<file path="config.mk">
export PLATFORM = sky130hd
export DESIGN_NAME = mac_operand_sequencer_flat
export DESIGN_NICKNAME = d
export VERILOG_FILES = /design/src/rtl/mac_operand_sequencer_if.sv /design/src/rtl/mac_operand_sequencer.sv /design/src/flat_wrapper.sv
export SDC_FILE = /design/constraint.sdc
export NUM_CORES = 1
export LEC_CHECK = 0
export BUFFER_PORTS_ARGS = -buffer_cell sky130_fd_sc_hd__buf_2
export CAP_MARGIN = 10
export CORE_MARGIN = 2
export CORE_UTILIZATION = 41
export CTS_CLUSTER_DIAMETER = 30
export DETAILED_ROUTE_END_ITERATION = 12
export SYNTH_ARGS = -nofsm -noshare
export SYNTH_HDL_FRONTEND = slang
export SYNTH_SLANG_ARGS = --single-unit
</file>
<file path="constraint.sdc">
create_clock -name clk -period 2 [get_ports clk]
set_clock_uncertainty 0.15 [all_clocks]
set_input_delay 0.1 -clock clk [delete_from_list [all_inputs] [get_ports clk]]
set_output_delay 0.1 -clock clk [all_outputs]
set_load 0.02 [all_outputs]
</file>
<file path="src/rtl/mac_operand_sequencer_if.sv">
// Operand-write, start and MAC-drive bundle for mac_operand_sequencer.
// Carries res_ovf only when MAC_SEQ_OVF_FLAG_EN is defined.
interface mac_operand_sequencer_if #(
    parameter int unsigned N  = 2,
    parameter int unsigned DW = 4
);
    localparam int unsigned AW = $clog2(N);

    logic            wr_en;
    logic            wr_sel;
    logic [2*AW-1:0] wr_addr;
    logic [DW-1:0]   wr_data;
    logic            start;
    logic [DW-1:0]   mac_w;
    logic [DW-1:0]   mac_x;
    logic            mac_load;
    logic            mac_clear;
    logic            busy;
    logic            res_valid;
    logic [AW-1:0]   res_row;
    logic [AW-1:0]   res_col;
    logic            done;
`ifdef MAC_SEQ_OVF_FLAG_EN
    logic            res_ovf;
`endif

    modport master (
`ifdef MAC_SEQ_OVF_FLAG_EN
        input  res_ovf,
`endif
        output wr_en, wr_sel, wr_addr, wr_data, start,
        input  mac_w, mac_x, mac_load, mac_clear, busy,
        input  res_valid, res_row, res_col, done
    );

    modport slave (
`ifdef MAC_SEQ_OVF_FLAG_EN
        output res_ovf,
`endif
        input  wr_en, wr_sel, wr_addr, wr_data, start,
        output mac_w, mac_x, mac_load, mac_clear, busy,
        output res_valid, res_row, res_col, done
    );
endinterface

</file>
<file path="src/rtl/mac_operand_sequencer.sv">
// Streams A-row/B-column operand pairs into a MAC to form C = A x B, one element per N+3 cycles.
// Optional macro MAC_SEQ_OVF_FLAG_EN adds res_ovf from a full-width shadow accumulator.
module mac_operand_sequencer #(
    parameter int unsigned N  = 2,
    parameter int unsigned DW = 4
) (
    input logic                    clk,
    input logic                    rst,
    mac_operand_sequencer_if.slave bus
);
    localparam int unsigned AW = $clog2(N);
    localparam int unsigned IW = 2 * AW;
    localparam int unsigned NN = N * N;

    typedef enum logic [2:0] {
        IDLE   = 3'd0,
        CLEAR  = 3'd1,
        STREAM = 3'd2,
        DRAIN  = 3'd3,
        EMIT   = 3'd4,
        DONE   = 3'd5
    } state_t;

    state_t        state;
    logic [DW-1:0] a_mem [NN];
    logic [DW-1:0] b_mem [NN];
    logic [AW-1:0] i_q;
    logic [AW-1:0] j_q;
    logic [AW-1:0] k_q;
    logic [AW-1:0] k_nx;
    logic          last_k;
    logic          last_j;
    logic          last_i;
    logic          wr_ok;

    function automatic logic [IW-1:0] idx(input logic [AW-1:0] r, input logic [AW-1:0] c);
        return IW'(r) * IW'(N) + IW'(c);
    endfunction

    assign k_nx   = k_q + AW'(1);
    assign last_k = (k_q == AW'(N - 1));
    assign last_j = (j_q == AW'(N - 1));
    assign last_i = (i_q == AW'(N - 1));
    assign wr_ok  = bus.wr_en && !bus.busy && (32'(bus.wr_addr) < NN);

    // Outputs are loaded on the edge that enters the state they belong to.
    always_ff @(posedge clk or posedge rst) begin
        if (rst) begin
            state         <= IDLE;
            i_q           <= '0;
            j_q           <= '0;
            k_q           <= '0;
            bus.mac_w     <= '0;
            bus.mac_x     <= '0;
            bus.mac_load  <= 1'b0;
            bus.mac_clear <= 1'b0;
            bus.busy      <= 1'b0;
            bus.res_valid <= 1'b0;
            bus.res_row   <= '0;
            bus.res_col   <= '0;
            bus.done      <= 1'b0;
            for (int n = 0; n < NN; n++) begin
                a_mem[n] <= '0;
                b_mem[n] <= '0;
            end
        end else begin
            if (wr_ok) begin
                if (bus.wr_sel) b_mem[bus.wr_addr] <= bus.wr_data;
                else            a_mem[bus.wr_addr] <= bus.wr_data;
            end

            case (state)
                IDLE: begin
                    if (bus.start) begin
                        state         <= CLEAR;
                        i_q           <= '0;
                        j_q           <= '0;
                        bus.mac_clear <= 1'b1;
                        bus.busy      <= 1'b1;
                    end
                end
                CLEAR: begin
                    state         <= STREAM;
                    k_q           <= '0;
                    bus.mac_clear <= 1'b0;
                    bus.mac_w     <= a_mem[idx(i_q, '0)];
                    bus.mac_x     <= b_mem[idx('0, j_q)];
                end
                STREAM: begin
                    // load lags the stream by one cycle to meet the MAC's registered product
                    bus.mac_load <= 1'b1;
                    if (last_k) begin
                        state <= DRAIN;
                    end else begin
                        k_q       <= k_nx;
                        bus.mac_w <= a_mem[idx(i_q, k_nx)];
                        bus.mac_x <= b_mem[idx(k_nx, j_q)];
                    end
                end
                DRAIN: begin
                    state         <= EMIT;
                    bus.mac_load  <= 1'b0;
                    bus.res_valid <= 1'b1;
                    bus.res_row   <= i_q;
                    bus.res_col   <= j_q;
                end
                EMIT: begin
                    bus.res_valid <= 1'b0;
                    if (last_i && last_j) begin
                        state    <= DONE;
                        bus.done <= 1'b1;
                        bus.busy <= 1'b0;
                    end else begin
                        state         <= CLEAR;
                        bus.mac_clear <= 1'b1;
                        if (last_j) begin
                            j_q <= '0;
                            i_q <= i_q + AW'(1);
                        end else begin
                            j_q <= j_q + AW'(1);
                        end
                    end
                end
                DONE: begin
                    state    <= IDLE;
                    bus.done <= 1'b0;
                end
                default: state <= IDLE;
            endcase
        end
    end

`ifdef MAC_SEQ_OVF_FLAG_EN
    localparam int unsigned PW = 2 * DW;
    localparam int unsigned SW = 2 * DW + $clog2(N) + 1;

    logic [PW-1:0] sh_prod;
    logic [SW-1:0] sh_acc;
    logic [SW-1:0] sh_sum;

    assign sh_sum = sh_acc + SW'(sh_prod);

    // Posedge mirror of the MAC: the negedge add in cycle c becomes the update at the edge closing c.
    always_ff @(posedge clk or posedge rst) begin
        if (rst) begin
            sh_prod     <= '0;
            sh_acc      <= '0;
            bus.res_ovf <= 1'b0;
        end else begin
            sh_prod <= PW'(bus.mac_w) * PW'(bus.mac_x);
            if (bus.mac_clear)     sh_acc <= '0;
            else if (bus.mac_load) sh_acc <= sh_sum;
            bus.res_ovf <= (state == DRAIN) && (sh_sum > SW'(255));
        end
    end
`endif
endmodule

</file>
<file path="src/flat_wrapper.sv">
// flat-port wrapper written by rule: the top's interface ports become plain ports
module mac_operand_sequencer_flat 
#(
    parameter int unsigned N  = 2,
    parameter int unsigned DW = 4
)
  (clk, rst, bus_wr_en, bus_wr_sel, bus_wr_addr, bus_wr_data, bus_start, bus_mac_w, bus_mac_x, bus_mac_load, bus_mac_clear, bus_busy, bus_res_valid, bus_res_row, bus_res_col, bus_done);
  mac_operand_sequencer_if #(.N(N), .DW(DW)) bus_i ();
  input logic clk;
  input logic rst;
  input wire logic [$bits(bus_i.wr_en)-1:0] bus_wr_en;
  input wire logic [$bits(bus_i.wr_sel)-1:0] bus_wr_sel;
  input wire logic [$bits(bus_i.wr_addr)-1:0] bus_wr_addr;
  input wire logic [$bits(bus_i.wr_data)-1:0] bus_wr_data;
  input wire logic [$bits(bus_i.start)-1:0] bus_start;
  output wire logic [$bits(bus_i.mac_w)-1:0] bus_mac_w;
  output wire logic [$bits(bus_i.mac_x)-1:0] bus_mac_x;
  output wire logic [$bits(bus_i.mac_load)-1:0] bus_mac_load;
  output wire logic [$bits(bus_i.mac_clear)-1:0] bus_mac_clear;
  output wire logic [$bits(bus_i.busy)-1:0] bus_busy;
  output wire logic [$bits(bus_i.res_valid)-1:0] bus_res_valid;
  output wire logic [$bits(bus_i.res_row)-1:0] bus_res_row;
  output wire logic [$bits(bus_i.res_col)-1:0] bus_res_col;
  output wire logic [$bits(bus_i.done)-1:0] bus_done;
  assign bus_i.wr_en = bus_wr_en;
  assign bus_i.wr_sel = bus_wr_sel;
  assign bus_i.wr_addr = bus_wr_addr;
  assign bus_i.wr_data = bus_wr_data;
  assign bus_i.start = bus_start;
  assign bus_mac_w = bus_i.mac_w;
  assign bus_mac_x = bus_i.mac_x;
  assign bus_mac_load = bus_i.mac_load;
  assign bus_mac_clear = bus_i.mac_clear;
  assign bus_busy = bus_i.busy;
  assign bus_res_valid = bus_i.res_valid;
  assign bus_res_row = bus_i.res_row;
  assign bus_res_col = bus_i.res_col;
  assign bus_done = bus_i.done;
  mac_operand_sequencer #(.N(N), .DW(DW)) u_core (.clk(clk), .rst(rst), .bus(bus_i));
endmodule
</file>
==> impl_results.md, run 1 <==
* Seq cells post-synth at 53
* Largest net degree at the start of global routing at 29
* Design Power at 3.05 mW
* I/O pins at 26
* Reg2reg setup slack at 0.32 ns
* Post-synth EDFFs at 0
* Hold Buf Count CTS at 2
* Clk slew on worst S/H paths at 0.09 ns
* Worst-path fanout max at 5
* # diodes at 0
* Minimum clock period after layout at 1.68 ns
* H-Tree Depth at 2
* TritonCTS clock tree: built
* Post-CTS setup buffer count at 0
* Initial antenna violation count at 0
* Overall routing resource usage at 16.3%
* Commonest cells in the synthesized netlist: dfrtp_1 (53), mux2_2 (46), nand2_1 (11)
* Post-CTS sizing at 0
* Critical path, cell by cell: nor3b_2 > and3_1 > mux2_2
* Sequential fraction of design power at 48.4%
* Cell Rows at 27
* Worst setup SP type: flip-flop
* Detailed Routing Iterations Pass 1 at 4
* Count of final max-slew check failures at 0
* DP HPWL at 3.58 mm
* Die W at 80.7 microns
* Setup TNS Final at 0 ns
* Total core area at 5610 sq um
* Max Fclk at 596 MHz
* ANT nets after route at 0
* Vias in the first global route at 1561
* Outcome: finished clean
* Req. time, crit path at 2.03 ns
* Finished Layout Cells at 289
* P_leak at 1.32 nW
* Clock Tree Root: clkbuf_8
* Syn_nets at 194
* # DRC at 0
* DIE HEIGHT at 80.7 microns
* Final setup violation count at 0
* Post-synth top flop: dfrtp_1
* GPL Wtd Cong at 0.747
* Post-DR vias/cell at 5.32
* Initial Util at 43.1%
* Power Dens Cells at 1110 nW/um^2
* Area grow syn2layout at 13.8%
* Clock Path Buffers at 2
* Cells after Synth at 183
* Unrepaired setup endpoints after global routing: false
* Capture point of the worst path: u_core.a_mem[3]
* Post-synth top area cell: dfrtp_1
* Crit path largest cell delay at 0.43 ns
* Async set-or-reset flop fraction in the synthesized netlist at 100%
* Crit path from: u_core.bus.busy
* Post-synthesis sequential area ratio at 54.9%
* Comb power frac at 32.7%
* Yosys warns at 0
* # Max-Cap Violations at 0
* Worst Setup Path Type: reg -> reg
* IO buf count at 25
* Crit path DAT at 1.71 ns
* Nets at 227
* Unique masters post-synth at 30
* Slew HR at 61.5%
* Post-Syn Area at 2410 sq um
* First-pass GRT wire length at 7.94 mm
* Clock Sink Count at 53
* Wire per inst at 16.7 microns
* RR Startpoint: u_core.bus.busy
* First-iteration detailed-routing DRC count at 63
* Path type of the worst min-delay path: in -> reg
* Net Switching at 1.07 mW
* Mean area per synthesized cell at 13.2 sq um
* Critical path endpoint category: flip-flop
* Synth top area share at 54.9%
* R2R depth at 3
* Final wirelength at 4.82 mm
* Count leader, synth: dfrtp_1
* Top post-synthesis cells by area: dfrtp_1 (55%), mux2_2 (21%), mux2i_1 (4.1%)
* Pint at 1.98 mW
* Via count at 1537
* Total CTS buffers at 5
* Clk Latency, worst-skew pair at 0.30 ns
* Worst R2R End: u_core.a_mem[3]
* Tightest Pin Transition at 0.576 ns
* Post-Place Cells at 278
* Overflow after GRT at 0
* Period utilization at 83.9%
* CP max stage cell: dfrtp_1
* Clock power share at 18.9%
* Worst vdd ir at 0.000486 V
* Final Hold Vio Count at 0
* Layout cells sized above 1 at 42.4%
* Sw frac at 35.2%
* Die area at 6520 sq um
## cells in the final DEF (no fill, tap or decap), types with 3 or more instances in the layout
cell	count
buf_2	25
mux2_2	46
clkbuf_8	5
buf_4	8
a21oi_1	3
mux2i_1	10
dfrtp_1	53
dlygate4sd3_1	3
o21ai_0	8
nand2_1	11
nor2_1	5
o21ai_1	5
nor3b_2	4
## per-stage QoR
step | setup WS (ns) | instance area [sq um] | hold WS (ns) | utilization, %
5_1_grt | 0.231 | 2750 | 0.00657 | 49.0
6_report | 0.323 | 2750 | 0.00283 | 49.0
2_1_floorplan | 0.372 | 2410 | 0.100 | -
3_3_place_gp | 0.358 | 2640 | 0.0380 | 47.0
3_5_place_dp | 0.329 | 2640 | 0.0447 | 47.0
4_1_cts | 0.311 | 2740 | 0.00217 | 48.8
## per-layer routing
layer  part of all wire [%]  routed length [microns]  vias up  GRT usage, %
li1                       -                        -      723             -
met1                     48                     2320      782          22.5
met2                     48                     2320       26          26.2
met3                    2.4                      114        6          3.00
met4                    1.2                       59        0          5.25
met5                      0                        0        -             0
## state kept, by name, summed over array words and instances, names as in the netlist
signal / cells
u_core.bus.mac_x: 4
u_core.b_mem: 16
u_core.state: 3
u_core.j_q: 1
u_core.bus.res_valid: 1
u_core.bus.res_row: 1
u_core.bus.done: 1
u_core.a_mem: 16
u_core.bus.mac_clear: 1
u_core.k_q: 1
u_core.i_q: 1
u_core.bus.busy: 1
u_core.bus.mac_w: 4
u_core.bus.res_col: 1
u_core.bus.mac_load: 1
## cell type report
| class | instances | area, sq um |
|---|---|---|
| fill | 543 | 2860 |
| sequential | 53 | 1330 |
| multi-input combinational | 117 | 1020 |
| timing repair buffer | 36 | 215 |
| tap | 72 | 90.1 |
| clock buffer | 7 | 76.3 |
| inverter | 3 | 11.3 |
| clock inverter | 1 | 7.51 |
## critical path, delay by kind of cell (launching register included)
kind	cells	cell delay, ns
flip-flops	1	0.43
multiplexers	1	0.37
AND/OR/NAND/NOR	2	0.61
## kinds of logic after synthesis
kind of cell / after synthesis / share of synthesized area [%]
multiplexers: 56 / 25.6
buffers and inverters: 13 / 2.75
XOR/XNOR: 1 / 0.363
flip-flops: 53 / 54.9
AO/OA/AOI/OAI: 28 / 7.31
AND/OR/NAND/NOR: 32 / 9.07
## how the worst min path moves through the flow
stage,startpoint,end,depth (start not counted)
2_1_floorplan,bus_wr_data[0],u_core.a_mem[12],1
3_3_place_gp,rst,u_core.bus.mac_x[3],2
3_5_place_dp,rst,u_core.bus.res_col,2
4_1_cts,bus_wr_data[3],u_core.b_mem[7],2
5_1_grt,bus_wr_data[2],u_core.a_mem[6],2
6_report,bus_wr_data[2],u_core.a_mem[6],2
## power by group through the flow
stage          Clock [mW]  Combinational (mW)  Sequential (mW)
2_1_floorplan           0               0.691             1.51
4_1_cts             0.595                1.01             1.48
3_5_place_dp            0                1.00             1.50
3_3_place_gp            0               0.982             1.49
6_report            0.577               0.999             1.48
5_1_grt             0.646                1.10             1.51
(Power assumes the default switching activity.)
==> inputs of run 2 (changes only) <==
clock period = 1.4 ns   (was 2 ns; I/O delays follow)
==> run 2 against run 1 <==
Against the previous run:
- the flow now finishes with violations (negative setup slack)
- clock power grew 47%
- die area is the same
- cell count grew 8.3%
- sequential share of layout area shrank 6.1 points
- hold slack gained 0.025 ns
- register-to-register slack lost 0.50 ns
- global-route usage grew 2.6 points
- critical path depth is the same
- sequential cell count is the same
- total power grew 72%
- critical path type unchanged
- critical endpoint is now u_core.b_mem[8]
- largest power group is now combinational logic
- highest routed layer unchanged
==> impl_results.md, run 2 (synthesis gave the netlist of run 1 again) <==
* Period utilization at 113%
* Max Fclk at 633 MHz
* IO buf count at 25
* Design Power at 5.25 mW
* Nets at 251
* Total CTS buffers at 5
* Worst Setup Path Type: reg -> reg
* DIE HEIGHT at 80.7 microns
* Final Hold Vio Count at 0
* # diodes at 0
* Post-Place Cells at 286
* # DRC at 0
* Power Dens Cells at 1660 nW/um^2
* Total core area at 5610 sq um
* Worst-path fanout max at 4
* Tightest Pin Transition at 0.458 ns
* Wire per inst at 17.8 microns
* Clk slew on worst S/H paths at 0.10 ns
* Top Registers: u_core.a_mem (16), u_core.b_mem (16)
* Req. time, crit path at 1.44 ns
* Worst setup SP type: flip-flop
* Outcome: complete, but fails checks
* Final wirelength at 5.57 mm
* Slew HR at 69.4%
* Initial Util at 43.1%
* TritonCTS clock tree: built
* Fill cells at 469
* Die W at 80.7 microns
* DRT met1 WL at 2.62 mm
* Worst hold slack at 0.0278 ns
* GPL Wtd Cong at 0.820
* Unrepaired setup endpoints after global routing: true
* Layout cells sized above 1 at 56.8%
* Minimum clock period after layout at 1.58 ns
* Max layer used: met4
* ANT nets after route at 0
* Clock Tree Root: clkbuf_8
* Routed wl met2 at 2.68 mm
* # Max-Cap Violations at 0
* Via count at 1665
* Initial antenna violation count at 0
* I/O pins at 26
* Critical path endpoint category: flip-flop
* Path type of the worst min-delay path: in -> reg
* Overflow after GRT at 0
* Post-DR vias/cell at 5.32
* Worst vdd ir at 0.000901 V
* Die area at 6520 sq um
* DP HPWL at 3.64 mm
* P_leak at 1.51 nW
* Clock Sink Count at 53
* Failing checks: negative setup slack
* Vias in the first global route at 1778
* Count of final max-slew check failures at 0
* H-Tree Depth at 2
* Clk Latency, worst-skew pair at 0.31 ns
* Crit path DAT at 1.62 ns
* Area grow syn2layout at 30.9%
* Cell Rows at 27
* Final setup violation count at 38
* Met3 wire len at 173 microns
* First-iteration detailed-routing DRC count at 70
* Clock Path Buffers at 2
* Detailed Routing Iterations Pass 1 at 4
* Most frequent cells in the layout: dfrtp_1 (49), mux2_2 (39), buf_2 (25)
* Overall routing resource usage at 18.9%
* Finished Layout Cells at 313
* Commonest non-fill, non-tap cell in the layout: dfrtp_1
* Post-route setup slack at -0.181 ns
* First-pass GRT wire length at 9.11 mm
* Largest net degree at the start of global routing at 27
==> run 2: layout make-up <==
class | instances | area (sq um) | area share (%)
multi-input combinational | 117 | 1170 | 37.1
sequential | 53 | 1330 | 42.1
clock inverter | 3 | 17.5 | 0.554
tap | 72 | 90.1 | 2.85
inverter | 3 | 15.0 | 0.475
timing repair buffer | 60 | 467 | 14.8
clock buffer | 5 | 68.8 | 2.18
==> run 2: through the flow <==
stage	setup slack [ns]	utilization, %	cell area, sq um	setup TNS (ns)
after floorplan	-0.174	-	2460	-2.52
after global placement	-0.136	49.2	2760	-3.33
after detailed placement	-0.171	49.2	2760	-4.14
after CTS	-0.172	55.0	3090	-4.32
after global routing	-0.237	56.4	3160	-6.83
final	-0.181	56.4	3160	-4.33
==> run 2: worst max-delay path, cell delays in order (launching register included) <==
cell	delay (ns)
dfrtp_2	0.44
nand3b_4	0.20
nor3b_4	0.30
mux2_2	0.38
==> run 2: worst paths after layout <==
kind	from	to	slack, ns	cells after the start
worst min-delay path	bus_wr_data[0]	u_core.b_mem[4]	0.03	2
min in group asynchronous	rst	u_core.bus.res_col	0.17	3
worst max-delay path	u_core.bus.busy	u_core.b_mem[8]	-0.18	3
worst max register to register	u_core.bus.busy	u_core.b_mem[8]	-0.18	3
max in group asynchronous	rst	u_core.b_mem[8]	0.43	4
worst min register to register	u_core.b_mem[13]	u_core.b_mem[13]	0.36	1
==> run 2: repair_timing <==
item	in CTS	in global routing
pin swaps	8	5
setup buffers	7	6
hold endpoints to repair	75	0
gates cloned	2	0
resized for setup	27	14
hold buffers	5	0
endpoints found under the setup margin	42	48
==> run 2: where the power goes <==
| group | switching [mW] | internal, mW | total, mW |
|---|---|---|---|
| clock network | 0.505 | 0.346 | 0.851 |
| registers | 0.240 | 1.82 | 2.06 |
| logic | 1.13 | 1.21 | 2.34 |
| total | 1.88 | 3.37 | 5.25 |
==> run 2: routing by layer <==
layer	GRT usage, %	vias to the layer above
li1	-	773
met1	25.3	843
met2	30.8	39
met3	4.11	10
met4	6.10	0
met5	0	-
==> inputs of run 3 (changes only) <==
RECOVER_POWER = 25   (was not set)
==> run 3 against run 2 <==
Against the previous run:
- core utilization decreased by 0.20 points
- the flow still finishes with violations (negative setup slack)
- non-clock buffer count unchanged
- largest cell class unchanged
- via count decreased by 0.30%
- critical path type unchanged
- critical endpoint unchanged
==> impl_results.md, run 3 (synthesis gave the netlist of run 1 again) <==
* Outcome: complete, but fails checks
* Failing checks: negative setup slack
* IO buf count at 25
* Period utilization at 113%
* Fill cells at 471
* Wire per inst at 17.8 microns
* Vias in the first global route at 1778
* Clk Latency, worst-skew pair at 0.31 ns
* Minimum clock period after layout at 1.58 ns
* Worst setup SP type: flip-flop
* # diodes at 0
* Initial antenna violation count at 0
* Worst-path fanout max at 4
* ANT nets after route at 0
* Finished Layout Cells at 313
* Design Power at 5.24 mW
* Sequential fraction of design power at 39.2%
* Path type of the worst min-delay path: in -> reg
* Worst vdd ir at 0.000902 V
* Initial Util at 43.1%
* Sequential Area at 1330 sq um
* Total core area at 5610 sq um
* Die W at 80.7 microns
* Count of final max-slew check failures at 0
* Max Fclk at 634 MHz
* Layout cells sized above 1 at 56.8%
* Post-DR vias/cell at 5.30
* Via count at 1660
* Clock power share at 16.2%
* Power Dens Cells at 1660 nW/um^2
* Worst Setup Path Type: reg -> reg
* Clock Path Buffers at 2
* Sw frac at 35.7%
* I/O pins at 26
* Comb power frac at 44.6%
* Final setup violation count at 38
* Nets at 251
* Cell Rows at 27
* Final Hold Vio Count at 0
* Pint at 3.37 mW
* Overall routing resource usage at 18.9%
* Tightest Pin Transition at 0.887 ns
* First-pass GRT wire length at 9.11 mm
* GPL Wtd Cong at 0.820
* Clock Tree Root: clkbuf_8
* Multi-input logic area at 1170 sq um
* Clock Sink Count at 53
* P_leak at 1.51 nW
* Net Switching at 1.87 mW
* DIE HEIGHT at 80.7 microns
* Critical path endpoint category: flip-flop
* # Max-Cap Violations at 0
* Clk slew on worst S/H paths at 0.10 ns
* Final wirelength at 5.56 mm
* Overflow after GRT at 0
* Req. time, crit path at 1.44 ns
* Post-route setup slack at -0.178 ns
* Detailed Routing Iterations Pass 1 at 4
* Largest net degree at the start of global routing at 27
* Unrepaired setup endpoints after global routing: true
* Top Registers: u_core.a_mem (16), u_core.b_mem (16)
* Final Util at 56.2%
* First-iteration detailed-routing DRC count at 50
* Commonest non-fill, non-tap cell in the layout: dfrtp_1
* Setup TNS Final at -4.25 ns
* Die area at 6520 sq um
* Most frequent cells in the layout: dfrtp_1 (49), mux2_2 (39), buf_2 (25)
* Total CTS buffers at 5
* Post-place setup slack at -0.171 ns
* H-Tree Depth at 2
* Area grow syn2layout at 30.5%
* Crit path DAT at 1.62 ns
* # DRC at 0
* Post-Place Cells at 286
* Slew HR at 40.6%
* DP HPWL at 3.64 mm
* TritonCTS clock tree: built
==> run 3: cell types whose count changed in the layout (fill, tap and decap cells not counted) <==
cell,before,now
clkinvlp_2,0,1
clkinvlp_4,2,1
buf_12,2,1
buf_6,7,8
==> run 3: worst max-delay path: stages (launching register included) <==
cell,delay (ns)
dfrtp_2,0.44
nand3b_4,0.20
nor3b_4,0.30
mux2_2,0.38
==> run 3: final cells by class <==
class | count | share of cell area [%]
sequential | 53 | 42.3
multi-input combinational | 117 | 37.2
timing repair buffer | 60 | 14.5
tap | 72 | 2.86
clock buffer | 5 | 2.18
clock inverter | 3 | 0.556
inverter | 3 | 0.397
==> run 3: per-layer routing <==
layer / GRT usage [%] / vias up / share of wire [%] / routed length (microns)
met5: 0 / - / 0 / 0
met4: 6.10 / 0 / 1.6 / 88
met3: 4.11 / 10 / 2.8 / 157
met2: 30.8 / 31 / 49 / 2710
met1: 25.3 / 849 / 47 / 2600
li1: - / 770 / - / -
==> run 3: through the flow <==
stage          hold WS [ns]  instance area, sq um
6_report             0.0339                  3150
5_1_grt              0.0111                  3150
4_1_cts             0.00457                  3090
3_5_place_dp        -0.0346                  2760
3_3_place_gp        -0.0461                  2760
2_1_floorplan       -0.0186                  2460
==> run 3: worst paths after layout <==
path                                        from                 end  slack (ns)  cells after the start
worst max-delay path             u_core.bus.busy     u_core.b_mem[8]       -0.18                      3
worst min-delay path              bus_wr_data[0]     u_core.b_mem[4]        0.03                      2
worst max register to register   u_core.bus.busy     u_core.b_mem[8]       -0.18                      3
worst min register to register  u_core.b_mem[13]    u_core.b_mem[13]        0.36                      1
max in group asynchronous                    rst          u_core.i_q        0.12                      4
min in group asynchronous                    rst  u_core.bus.res_col        0.29                      3
==> run 3: power by group through the flow <==
stage	Combinational, mW	Clock [mW]	Sequential [mW]
CTS	2.12	0.874	2.06
finish	2.34	0.846	2.06
floorplan	1.00	0	2.16
global placement	1.64	0	2.04
global route	2.49	0.943	2.09
detailed placement	1.68	0	2.06
==> run 3: what timing repair did <==
action / in CTS / in global routing
cloned: 2 / 0
setup buffers: 7 / 6
hold buffers: 5 / 0
endpoints found under the setup margin: 42 / 48
gates resized for setup: 27 / 14
endpoints found under the hold margin: 75 / 0
pin swaps: 8 / 5
